## config.mk

```make
export PLATFORM = sky130hd
export DESIGN_NAME = i2c_sensor_sequencer_flat
export DESIGN_NICKNAME = d
export VERILOG_FILES = /design/src/rtl/i2c_pkg.sv /design/src/rtl/i2c_sensor_sequencer_if.sv /design/src/rtl/i2c_op_timer.sv /design/src/rtl/i2c_sensor_sequencer.sv /design/src/flat_wrapper.sv
export SDC_FILE = /design/constraint.sdc
export NUM_CORES = 1
export LEC_CHECK = 0
export CELL_PAD_IN_SITES_DETAIL_PLACEMENT = 0
export CELL_PAD_IN_SITES_GLOBAL_PLACEMENT = 1
export CORE_MARGIN = 2
export CORE_UTILIZATION = 50
export DETAILED_ROUTE_END_ITERATION = 8
export DONT_BUFFER_PORTS = 1
export MAX_ROUTING_LAYER = met4
export PLACE_DENSITY = 0.91
export RECOVER_POWER = 25
export SLEW_MARGIN = 20
export SYNTH_ARGS = -nofsm -noshare
export SYNTH_HDL_FRONTEND = slang
export SYNTH_SLANG_ARGS = --single-unit
export TNS_END_PERCENT = 30
```

## constraint.sdc

```tcl
create_clock -name clk -period 4.7 [get_ports clk]
set_input_delay 0.94 -clock clk [delete_from_list [all_inputs] [get_ports clk]]
set_output_delay 0.94 -clock clk [all_outputs]
set_load 0.05 [all_outputs]
```

## src/rtl/i2c_pkg.sv

```systemverilog
// rtl/i2c_pkg.sv - shared op codes, state encodings and step width for the I2C sensor sequencer
package i2c_pkg;

  // Command codes presented to the byte-level I2C master
  localparam logic [2:0] OP_NONE      = 3'd0;
  localparam logic [2:0] OP_START     = 3'd1;
  localparam logic [2:0] OP_STOP      = 3'd2;
  localparam logic [2:0] OP_WRITE     = 3'd3;
  localparam logic [2:0] OP_READ_ACK  = 3'd4;
  localparam logic [2:0] OP_READ_NACK = 3'd5;

  // Sequencer states
  typedef logic [1:0] state_t;
  localparam logic [1:0] ST_WAIT  = 2'd0;
  localparam logic [1:0] ST_CFG   = 2'd1;
  localparam logic [1:0] ST_RD    = 2'd2;
  localparam logic [1:0] ST_ABORT = 2'd3;

  // Longest step list (RD) has eight entries
  localparam int STEP_W = 3;
  typedef logic [STEP_W-1:0] step_t;

  // One entry of a step list
  typedef struct packed {
    logic [2:0] code;
    logic [7:0] wdata;
    logic       last_step;
  } op_t;

  // Error counter increment that sticks at all-ones
  function automatic logic [7:0] sat_inc8(input logic [7:0] v);
    return (v == 8'hFF) ? v : v + 8'd1;
  endfunction

endpackage

```

## src/rtl/i2c_sensor_sequencer_if.sv

```systemverilog
// rtl/i2c_sensor_sequencer_if.sv - command handshake between the sequencer and the I2C byte master
interface i2c_sensor_sequencer_if;
  logic       op_req;
  logic [2:0] op_code;
  logic [7:0] op_wdata;
  logic       op_done;
  logic [7:0] op_rdata;
  logic       op_nack;

  modport master (output op_req, op_code, op_wdata, input op_done, op_rdata, op_nack);
  modport slave  (input op_req, op_code, op_wdata, output op_done, op_rdata, op_nack);
endinterface

```

## src/rtl/i2c_op_timer.sv

```systemverilog
// rtl/i2c_op_timer.sv - per-op timeout counter, restarted on each op launch
module i2c_op_timer #(
  parameter int TIMEOUT = 4096
) (
  input  logic clk,
  input  logic reset,
  input  logic load_i,
  input  logic run_i,
  output logic expired_o
);
  localparam int CW = $clog2(TIMEOUT + 1);

  logic [CW-1:0] cnt_q, cnt_d;

  // The count equals the number of cycles the op has been outstanding, so
  // the last cycle an op_done can still be accepted is TIMEOUT-1.
  assign expired_o = (cnt_q == CW'(TIMEOUT - 1));

  // Restart on launch, count while the op is outstanding, park at the limit
  always_comb begin
    cnt_d = cnt_q;
    if (load_i) begin
      cnt_d = '0;
    end else if (run_i && !expired_o) begin
      cnt_d = cnt_q + 1'b1;
    end
  end

  // Counter register
  always_ff @(posedge clk) begin
    if (reset) cnt_q <= '0;
    else       cnt_q <= cnt_d;
  end
endmodule

```

## src/rtl/i2c_sensor_sequencer.sv

```systemverilog
// rtl/i2c_sensor_sequencer.sv - configures the 16-bit sensor once, then samples it periodically
module i2c_sensor_sequencer
  import i2c_pkg::*;
#(
  parameter logic [6:0]  DEV_ADDR = 7'h48,
  parameter logic [7:0]  CFG_PTR  = 8'h01,
  parameter logic [15:0] CFG_VAL  = 16'h60A0,
  parameter logic [7:0]  DATA_PTR = 8'h00,
  parameter int          PERIOD   = 1000,
  parameter int          TIMEOUT  = 4096
) (
  input  logic                   clk,
  input  logic                   reset,
  input  logic                   enable,
  i2c_sensor_sequencer_if.master bus,
  output logic [15:0]            dout,
  output logic                   sample_valid,
  output logic                   cfg_done,
  output logic                   busy,
  output logic [7:0]             err_count
);
  localparam int         PW     = $clog2(PERIOD + 1);
  localparam logic [7:0] ADDR_W = {DEV_ADDR, 1'b0};
  localparam logic [7:0] ADDR_R = {DEV_ADDR, 1'b1};

  state_t        state_q, state_d;
  step_t         step_q, step_d;
  logic          op_req_q, op_req_d;
  logic [2:0]    op_code_q, op_code_d;
  logic [7:0]    op_wdata_q, op_wdata_d;
  logic [PW-1:0] per_q, per_d;
  logic [7:0]    msb_q, msb_d, lsb_q, lsb_d;
  logic [15:0]   dout_q, dout_d;
  logic          sv_q, sv_d;
  logic          cfg_q, cfg_d;
  logic [7:0]    err_q, err_d;

  op_t  cur_op;
  logic done, timeout, expired, launch;

  // Step lists, indexed by the active sequence and its position
  function automatic op_t step_op(input state_t st, input step_t idx);
    op_t o;
    o = '{code: OP_NONE, wdata: 8'h00, last_step: 1'b0};
    case ({st, idx})
      {ST_CFG, 3'd0}:   o.code = OP_START;
      {ST_CFG, 3'd1}:   begin o.code = OP_WRITE; o.wdata = ADDR_W;        end
      {ST_CFG, 3'd2}:   begin o.code = OP_WRITE; o.wdata = CFG_PTR;       end
      {ST_CFG, 3'd3}:   begin o.code = OP_WRITE; o.wdata = CFG_VAL[15:8]; end
      {ST_CFG, 3'd4}:   begin o.code = OP_WRITE; o.wdata = CFG_VAL[7:0];  end
      {ST_CFG, 3'd5}:   begin o.code = OP_STOP;  o.last_step = 1'b1;      end
      {ST_RD, 3'd0}:    o.code = OP_START;
      {ST_RD, 3'd1}:    begin o.code = OP_WRITE; o.wdata = ADDR_W;        end
      {ST_RD, 3'd2}:    begin o.code = OP_WRITE; o.wdata = DATA_PTR;      end
      {ST_RD, 3'd3}:    o.code = OP_START;
      {ST_RD, 3'd4}:    begin o.code = OP_WRITE; o.wdata = ADDR_R;        end
      {ST_RD, 3'd5}:    o.code = OP_READ_ACK;
      {ST_RD, 3'd6}:    o.code = OP_READ_NACK;
      {ST_RD, 3'd7}:    begin o.code = OP_STOP;  o.last_step = 1'b1;      end
      {ST_ABORT, 3'd0}: begin o.code = OP_STOP;  o.last_step = 1'b1;      end
      default:          ;
    endcase
    return o;
  endfunction

  assign cur_op  = step_op(state_q, step_q);
  assign done    = op_req_q && bus.op_done;
  assign timeout = op_req_q && !bus.op_done && expired;
  assign launch  = op_req_d && !op_req_q;

  i2c_op_timer #(.TIMEOUT(TIMEOUT)) u_timer (
    .clk       (clk),
    .reset     (reset),
    .load_i    (launch),
    .run_i     (op_req_q),
    .expired_o (expired)
  );

  // Sequencing: period wait, op launch one cycle after the previous op drops,
  // completion / NACK / timeout handling
  always_comb begin
    state_d    = state_q;
    step_d     = step_q;
    op_req_d   = op_req_q;
    op_code_d  = op_code_q;
    op_wdata_d = op_wdata_q;
    per_d      = per_q;
    msb_d      = msb_q;
    lsb_d      = lsb_q;
    dout_d     = dout_q;
    sv_d       = 1'b0;
    cfg_d      = cfg_q;
    err_d      = err_q;
    if (state_q == ST_WAIT) begin
      if (enable) begin
        if (per_q == PW'(PERIOD - 1)) begin
          // START is launched on the exit edge so busy and op_req rise together
          per_d      = '0;
          state_d    = cfg_q ? ST_RD : ST_CFG;
          step_d     = '0;
          op_req_d   = 1'b1;
          op_code_d  = OP_START;
          op_wdata_d = 8'h00;
        end else begin
          per_d = per_q + 1'b1;
        end
      end
    end else if (!op_req_q) begin
      op_req_d   = 1'b1;
      op_code_d  = cur_op.code;
      op_wdata_d = cur_op.wdata;
    end else if (done) begin
      op_req_d   = 1'b0;
      op_code_d  = OP_NONE;
      op_wdata_d = 8'h00;
      if (op_code_q == OP_READ_ACK)  msb_d = bus.op_rdata;
      if (op_code_q == OP_READ_NACK) lsb_d = bus.op_rdata;
      if (op_code_q == OP_WRITE && bus.op_nack) begin
        err_d   = sat_inc8(err_q);
        state_d = ST_ABORT;
        step_d  = '0;
      end else if (cur_op.last_step) begin
        state_d = ST_WAIT;
        step_d  = '0;
        per_d   = '0;
        if (state_q == ST_CFG) cfg_d = 1'b1;
        if (state_q == ST_RD) begin
          dout_d = {msb_q, lsb_q};
          sv_d   = 1'b1;
        end
      end else begin
        step_d = step_q + 1'b1;
      end
    end else if (timeout) begin
      // No STOP after a timeout: the bus is presumed wedged
      op_req_d   = 1'b0;
      op_code_d  = OP_NONE;
      op_wdata_d = 8'h00;
      err_d      = sat_inc8(err_q);
      state_d    = ST_WAIT;
      step_d     = '0;
      per_d      = '0;
    end
  end

  // State registers; reset overrides any same-cycle op_done
  always_ff @(posedge clk) begin
    if (reset) begin
      state_q    <= ST_WAIT;
      step_q     <= '0;
      op_req_q   <= 1'b0;
      op_code_q  <= OP_NONE;
      op_wdata_q <= 8'h00;
      per_q      <= '0;
      msb_q      <= 8'h00;
      lsb_q      <= 8'h00;
      dout_q     <= 16'h0000;
      sv_q       <= 1'b0;
      cfg_q      <= 1'b0;
      err_q      <= 8'h00;
    end else begin
      state_q    <= state_d;
      step_q     <= step_d;
      op_req_q   <= op_req_d;
      op_code_q  <= op_code_d;
      op_wdata_q <= op_wdata_d;
      per_q      <= per_d;
      msb_q      <= msb_d;
      lsb_q      <= lsb_d;
      dout_q     <= dout_d;
      sv_q       <= sv_d;
      cfg_q      <= cfg_d;
      err_q      <= err_d;
    end
  end

  assign bus.op_req   = op_req_q;
  assign bus.op_code  = op_code_q;
  assign bus.op_wdata = op_wdata_q;
  assign dout         = dout_q;
  assign sample_valid = sv_q;
  assign cfg_done     = cfg_q;
  assign busy         = (state_q != ST_WAIT);
  assign err_count    = err_q;
endmodule
```

## src/flat_wrapper.sv

```systemverilog
// flat-port wrapper written by rule: the top's interface ports become plain ports
module i2c_sensor_sequencer_flat import i2c_pkg::*;
#(
  parameter logic [6:0]  DEV_ADDR = 7'h48,
  parameter logic [7:0]  CFG_PTR  = 8'h01,
  parameter logic [15:0] CFG_VAL  = 16'h60A0,
  parameter logic [7:0]  DATA_PTR = 8'h00,
  parameter int          PERIOD   = 1000,
  parameter int          TIMEOUT  = 4096
)
  (clk, reset, enable, dout, sample_valid, cfg_done, busy, err_count, bus_op_req, bus_op_code, bus_op_wdata, bus_op_done, bus_op_rdata, bus_op_nack);
  i2c_sensor_sequencer_if bus_i ();
  input  logic clk;
  input  logic reset;
  input  logic enable;
  output logic [15:0] dout;
  output logic sample_valid;
  output logic cfg_done;
  output logic busy;
  output logic [7:0] err_count;
  output wire logic [$bits(bus_i.op_req)-1:0] bus_op_req;
  output wire logic [$bits(bus_i.op_code)-1:0] bus_op_code;
  output wire logic [$bits(bus_i.op_wdata)-1:0] bus_op_wdata;
  input wire logic [$bits(bus_i.op_done)-1:0] bus_op_done;
  input wire logic [$bits(bus_i.op_rdata)-1:0] bus_op_rdata;
  input wire logic [$bits(bus_i.op_nack)-1:0] bus_op_nack;
  assign bus_op_req = bus_i.op_req;
  assign bus_op_code = bus_i.op_code;
  assign bus_op_wdata = bus_i.op_wdata;
  assign bus_i.op_done = bus_op_done;
  assign bus_i.op_rdata = bus_op_rdata;
  assign bus_i.op_nack = bus_op_nack;
  i2c_sensor_sequencer #(.DEV_ADDR(DEV_ADDR), .CFG_PTR(CFG_PTR), .CFG_VAL(CFG_VAL), .DATA_PTR(DATA_PTR), .PERIOD(PERIOD), .TIMEOUT(TIMEOUT)) u_core (.clk(clk), .reset(reset), .enable(enable), .bus(bus_i), .dout(dout), .sample_valid(sample_valid), .cfg_done(cfg_done), .busy(busy), .err_count(err_count));
endmodule
```

# ---- Word-level counts from Yosys, hierarchy flattened
# Cells that the tools add are included.
dict set report totals {
  ff_bits 82
  latchBits 0
  mem_bits_rw 0
  mem_bits_ro 0
  inputBits 13
  mem_count 0
}
dict set report op_classes {
  add_sub_neg 4
  n_mul 0
  div_mod_pow 0
  magnitude_cmp 0
  eq_ne 30
  shift 0
  mux 50
  bitwise 5
  n_reduce_logical 29
}
# operator n
set op_table {}
lappend op_table {{2-to-1 mux 10 bit} 8}
lappend op_table {{2-to-1 mux 8 bit} 10}
lappend op_table {{== test 5 bit, second input constant} 9}
lappend op_table {{case mux 8 bit (5 select lines)} 1}
lappend op_table {{2-to-1 mux 3 bit} 13}
lappend op_table {{== test 5 x 4 -> 1 bit, second input constant} 6}
lappend op_table {{2-to-1 mux 2 bit} 9}
lappend op_table {{AND reduction 4 bit} 4}
lappend op_table {{case mux 3 bit (5 select lines)} 1}
lappend op_table {{adder 13 x 1 -> 13 bit, second input constant} 1}
lappend op_table {{== test 13 x 12 -> 1 bit, second input constant} 1}
lappend op_table {{AND reduction 6 bit} 2}
lappend op_table {{adder 10 x 1 -> 10 bit, second input constant} 1}
lappend op_table {{== test 10 bit, second input constant} 1}
lappend op_table {{AND reduction 5 bit} 2}
lappend op_table {{adder 8 x 1 -> 8 bit, second input constant} 1}
lappend op_table {{== test 8 bit, second input constant} 1}
lappend op_table {{2-to-1 mux 1 bit} 8}
lappend op_table {{OR reduction 7 bit} 1}
lappend op_table {{== test 3 bit, second input constant} 2}
lappend op_table {{logical AND 1 bit} 6}
lappend op_table {{!= test 2 bit, second input constant} 3}
lappend op_table {{nonzero test 2 bit} 3}
lappend op_table {{OR reduction 3 bit} 2}
lappend op_table {{other kinds (15)} 22}

# ---- Longest topological paths before layout
dict set report depth {
  word_depth 9
  depth_mapped 9
}

# ---- Modules after synthesis
# From an unflattened synthesis, not the netlist that was laid out.
dict set report hier_totals {
  hier_cells 441
  area_unflattened_um2 3726.1
}
# module instances cells_each area_each_um2 seq_area_each_um2
set modules_own_cells {}
lappend modules_own_cells {i2c_sensor_sequencer 1 362 3027.9 1321.3}
lappend modules_own_cells {i2c_op_timer 1 79 698.2 260.2}

# ---- Least setup slack after synthesis
# OpenSTA, ideal clock, no wires.
dict set report synth_path {
  path_type {input to register}
  startpoint {in bus_op_done}
  endpoint {reg u_core.err_q[7], in the netlist u_core.err_count[7]}
  setup_ns 0.128
  arrival_time_ns 2.332
  required_time_ns 4.572
  slack_ns 2.240
  cell_stages 7
  path_cell_list {buf_2 nand4bb_1 or4_1 buf_6 a2111oi_4 xnor2_1 nor2_1}
}
dict set report synth_via {
  elab_chain_len 5
  elab_cells_between_ends 8
}
# item line_no
set synth_rtl {}
lappend synth_rtl {{start: declaration} flat_wrapper.sv:24} ;# input wire logic [$bits(bus_i.op_done)-1:0] bus_op_done;
lappend synth_rtl {{zero test 1 bit} i2c_sensor_sequencer.sv:68} ;# assign timeout = op_req_q && !bus.op_done && expired;
lappend synth_rtl {{logical AND 1 bit (2 in a row)} i2c_sensor_sequencer.sv:68}
lappend synth_rtl {{nonzero test 2 bit (no line)} --}
lappend synth_rtl {{AND reduction 4 bit (no line)} --}
lappend synth_rtl {{end signal: assignment} i2c_sensor_sequencer.sv:173} ;# err_q <= err_d;
lappend synth_rtl {{end: declaration} i2c_sensor_sequencer.sv:36} ;# logic [7:0] err_q, err_d;
# Several ways; a longest one is shown, not always the timed one.
# A chain may end at the register's enable or synchronous reset.

# ---- Worst setup path in the final report
dict set report layout_path {
  startpoint {reg u_core.op_code_q[1], in the netlist u_core.bus.op_code[1]}
  endpoint {reg u_core.dout_q[14], in the netlist u_core.dout[14]}
}
dict set report layout_via {
  elab_chain_len 4
}
# item line_no
set layout_rtl {}
lappend layout_rtl {{start: declaration} i2c_sensor_sequencer.sv:29} ;# logic [2:0] op_code_q, op_code_d;
lappend layout_rtl {{start signal: assignment} i2c_sensor_sequencer.sv:165} ;# op_code_q <= op_code_d;
lappend layout_rtl {{== test 3 x 2 -> 1 bit} i2c_sensor_sequencer.sv:118} ;# if (op_code_q == OP_WRITE && bus.op_nack) begin
lappend layout_rtl {{logical AND 1 bit} i2c_sensor_sequencer.sv:118}
lappend layout_rtl {{NOT 1 bit (no line)} --}
lappend layout_rtl {{AND reduction 6 bit (no line)} --}
lappend layout_rtl {{end signal: assignment} i2c_sensor_sequencer.sv:170} ;# dout_q <= dout_d;
lappend layout_rtl {{end: declaration} i2c_sensor_sequencer.sv:33} ;# logic [15:0] dout_q, dout_d;
# Every way passes these cells.

==> metrics.yaml <==
cts:
  path_clk_slew_ps: 80
  clk_path_buf_depth: 2
  clock_sinks: 79
  ctsHoldBuffers: 0
  insertion_delay_ps: 350
  htree_levels: 3
  cts_resized: 0
  cts_inserted_buffers: 9
  ctsRootBufferMaster: "clkbuf_8"
  cts_tree: "yes"
  postCtsSetupRepairBufs: 0
global_routing:
  grt_max_degree: 55
  grt_usage_pct: 19.96
  gr-total-overflow: 0
  grt_pass1_vias: 2844
  grt_pass1_wl_um: 13140
  antenna_found_initial: 0
synthesis:
  synth_compound_area_share_pct: 15.04
  synth_top_family_by_area: "simple AND/OR/NAND/NOR gates"
  syn_area_mm2: 0.003702
  synth-simple-area-share_pct: 22.27
  ys_ff_latch: 79
  ys_types: 60
  synth.area.mux_share_pct: 9.192
  synth-seq-area-share_pct: 42.72
  ys_warn_count: 0
  syn_inst: 410
  synth_top_flop_cell: "dfxtp_1"
  synth_fa_ha_area_share_pct: 2.366
  synth_xor_xnor_area_share_pct: 4.258
  synth_edf_count: 0
  async_reset_ff_share_pct: 0
  avgSynthCellArea_um2: 9.030
floorplanning:
  core_area_mm2: 0.007214
  die-area_mm2: 0.008109
  initial_core_util_pct: 51.32
  rows: 31
  die_w_um: 90.05
  fp.dieH_um: 90.05
  ioPinCount: 52
power_and_ir_drop:
  power-per-cell-area_mw_per_mm2: 294.0
  p_leak_nw: 1.498
  peakVddDrop_mv: 0.2147
route:
  routedWlPerCell_um: 15.36
  vias: 2944
  first_pass_iters: 4
  via_per_inst: 5.784
  final_antenna_net_count: 0
  drcViolationCount: 0
  drt_iter0_drc: 187
  totalWireLength_um: 7817
cells_and_area:
  area.growth.synth_to_final_pct: 5.847
  final_common_cell: "dfxtp_1"
  mostFrequentLayoutCells: "79 x dfxtp_1, 70 x nor2_1, 34 x mux2i_1"
  finish.utilization_pct: 54.32
  drive_gt1_share_pct: 6.341
  antennaDiodeCount: 0
  final_area_mm2: 0.003919
  nets: 425
sta:
  slew_violations: 0
  fin_crit_sh_pct: 59.42
  max_freq_mhz: 358.1
  hold_viol: 0
  setup_tns_ps: 0
  tightest_slew_ps: 1256
  rsz0062_at_grt: "false"
  fin_worst_skew_ps: 11.45
  setup_viol: 0
  hold_ws_ps: 494.7
  fin_ws_ps: 1907
  slew_headroom_pct: 16.25
  min_period_ps: 2793
critical_path:
  required_ps: 4940
  cp.arrival_ps: 3040
  critPathCaptureType: "register"
  cpPeakStageDelay_ps: 940
  path_buf_inv: 1
  crit_type: "register to register"
  cp_top_family: "buffers and inverters"
  startpoint_type: "register"
  crit_chain: "and4b_1 -> a31oi_1 -> nand4_1 -> clkbuf_1 -> mux2i_1 -> nor2_1"
  cp_max_fo: 17
  crit_slowest_cell: "clkbuf_1"
placement:
  io_buffers: 0
  place_ws_ps: 2155
  dpl.hpwl_um: 5475
  placed_area_mm2: 0.003747
  gp_congestion: 0.8379
run_status:
  status: "completed"
run:
  maxCapViolCount: 0
min_path:
  min-delay-path-class: "register to register"
==> sequential cells by signal (all words and copies together) (netlist names) <==
register / cells
u_core.dout: 16
u_core.u_timer.cnt_q: 13
u_core.per_q: 10
u_core.err_count: 8
u_core.lsb_q: 8
u_core.msb_q: 8
u_core.bus.op_wdata: 5
u_core.bus.op_code: 3
u_core.step_q: 3
u_core.state_q: 2
u_core.bus.op_req: 1
u_core.cfg_done: 1
u_core.sample_valid: 1
==> cell type report <==
class | count | area [µm²]
fill | 666 | 3296
multi-input combinational | 300 | 1972
sequential | 79 | 1582
clock buffer | 11 | 141.4
tap | 99 | 123.9
inverter | 13 | 48.80
clock inverter | 5 | 40.04
timing repair buffer | 2 | 11.26
==> report_power, final <==
part / internal (mW) / switching (mW)
Clock: 0.211 / 0.250
Sequential: 0.670 / 0.00213
Combinational: 0.00398 / 0.0146
==> layer usage <==
layer  vias to the layer above  part of all wire [%]  global-route usage [%]
met1                      1386                    46                   24.47
met2                        90                    47                   32.08
met3                         7                   6.5                   6.538
met4                         0                  0.61                   4.744
met5                         -                     0                       -
li1                       1461                     -                       -
==> cell families after synthesis <==
logic type                 count (synthesis)
AOI/OAI and AO/OA                         69
DFF                                       79
and+or+nand+nor                          169
xor gates and xnor gates                  18
muxes                                     34
buffers and inverters                     33
adders and majority gates                  7
other                                      1
==> stage by stage <==
| step | power (mW) | cells |
|---|---|---|
| after floorplan | 0.7120 | 412 |
| after global placement | 0.7069 | 493 |
| after detailed placement | 0.7068 | 493 |
| after CTS | 1.163 | 509 |
| after global routing | 1.193 | 509 |
| final | 1.152 | 509 |
==> worst reg2reg max path: stages, from the launching register on <==
cell and delay, ps:
dfxtp_1 760, and4b_1 360, a31oi_1 130, nand4_1 160, clkbuf_1 940, mux2i_1 290, nor2_1 50
==> cells in the mapped netlist (all sizes together) (3+ instances only) <==
| library cell | number | share of area [%] |
|---|---|---|
| a32o | 4 | 1.1 |
| nor2 | 71 | 7.3 |
| a211oi | 6 | 1.2 |
| xnor2 | 15 | 3.5 |
| and4 | 3 | 0.74 |
| nand4b | 3 | 0.71 |
| inv | 12 | 1.2 |
| a22o | 3 | 0.71 |
| ha | 7 | 2.4 |
| dfxtp | 79 | 43 |
| nand2b | 3 | 0.51 |
| or3 | 4 | 0.68 |
| o21ai | 12 | 1.6 |
| and3 | 4 | 0.68 |
| clkbuf | 10 | 1.0 |
| a41oi | 4 | 0.95 |
| nor3 | 11 | 1.5 |
| mux2i | 34 | 9.2 |
| a21oi | 9 | 1.2 |
| nor4 | 4 | 0.84 |
| nand4 | 8 | 1.5 |
| o41ai | 3 | 0.71 |
| xor2 | 3 | 0.71 |
| nand3 | 14 | 2.0 |
| nor2b | 4 | 0.68 |
| a31oi | 3 | 0.84 |
| nand2 | 32 | 3.2 |
| buf | 10 | 1.7 |
| or4 | 3 | 0.61 |
==> path summary, 6_finish.rpt <==
path	end	depth (start not counted)	slack, ps	start
max reg2reg	u_core.dout[14]$_SDFFE_PP0P_	6	1910	u_core.bus.op_code[1]$_SDFFE_PP0P_
min	u_core.dout[4]$_SDFFE_PP0P_	2	490	u_core.lsb_q[4]$_SDFFE_PP0P_
max	u_core.dout[14]$_SDFFE_PP0P_	6	1910	u_core.bus.op_code[1]$_SDFFE_PP0P_
min reg2reg	u_core.dout[4]$_SDFFE_PP0P_	2	490	u_core.lsb_q[4]$_SDFFE_PP0P_
No activity file was read; power rests on OpenSTA's default activity.
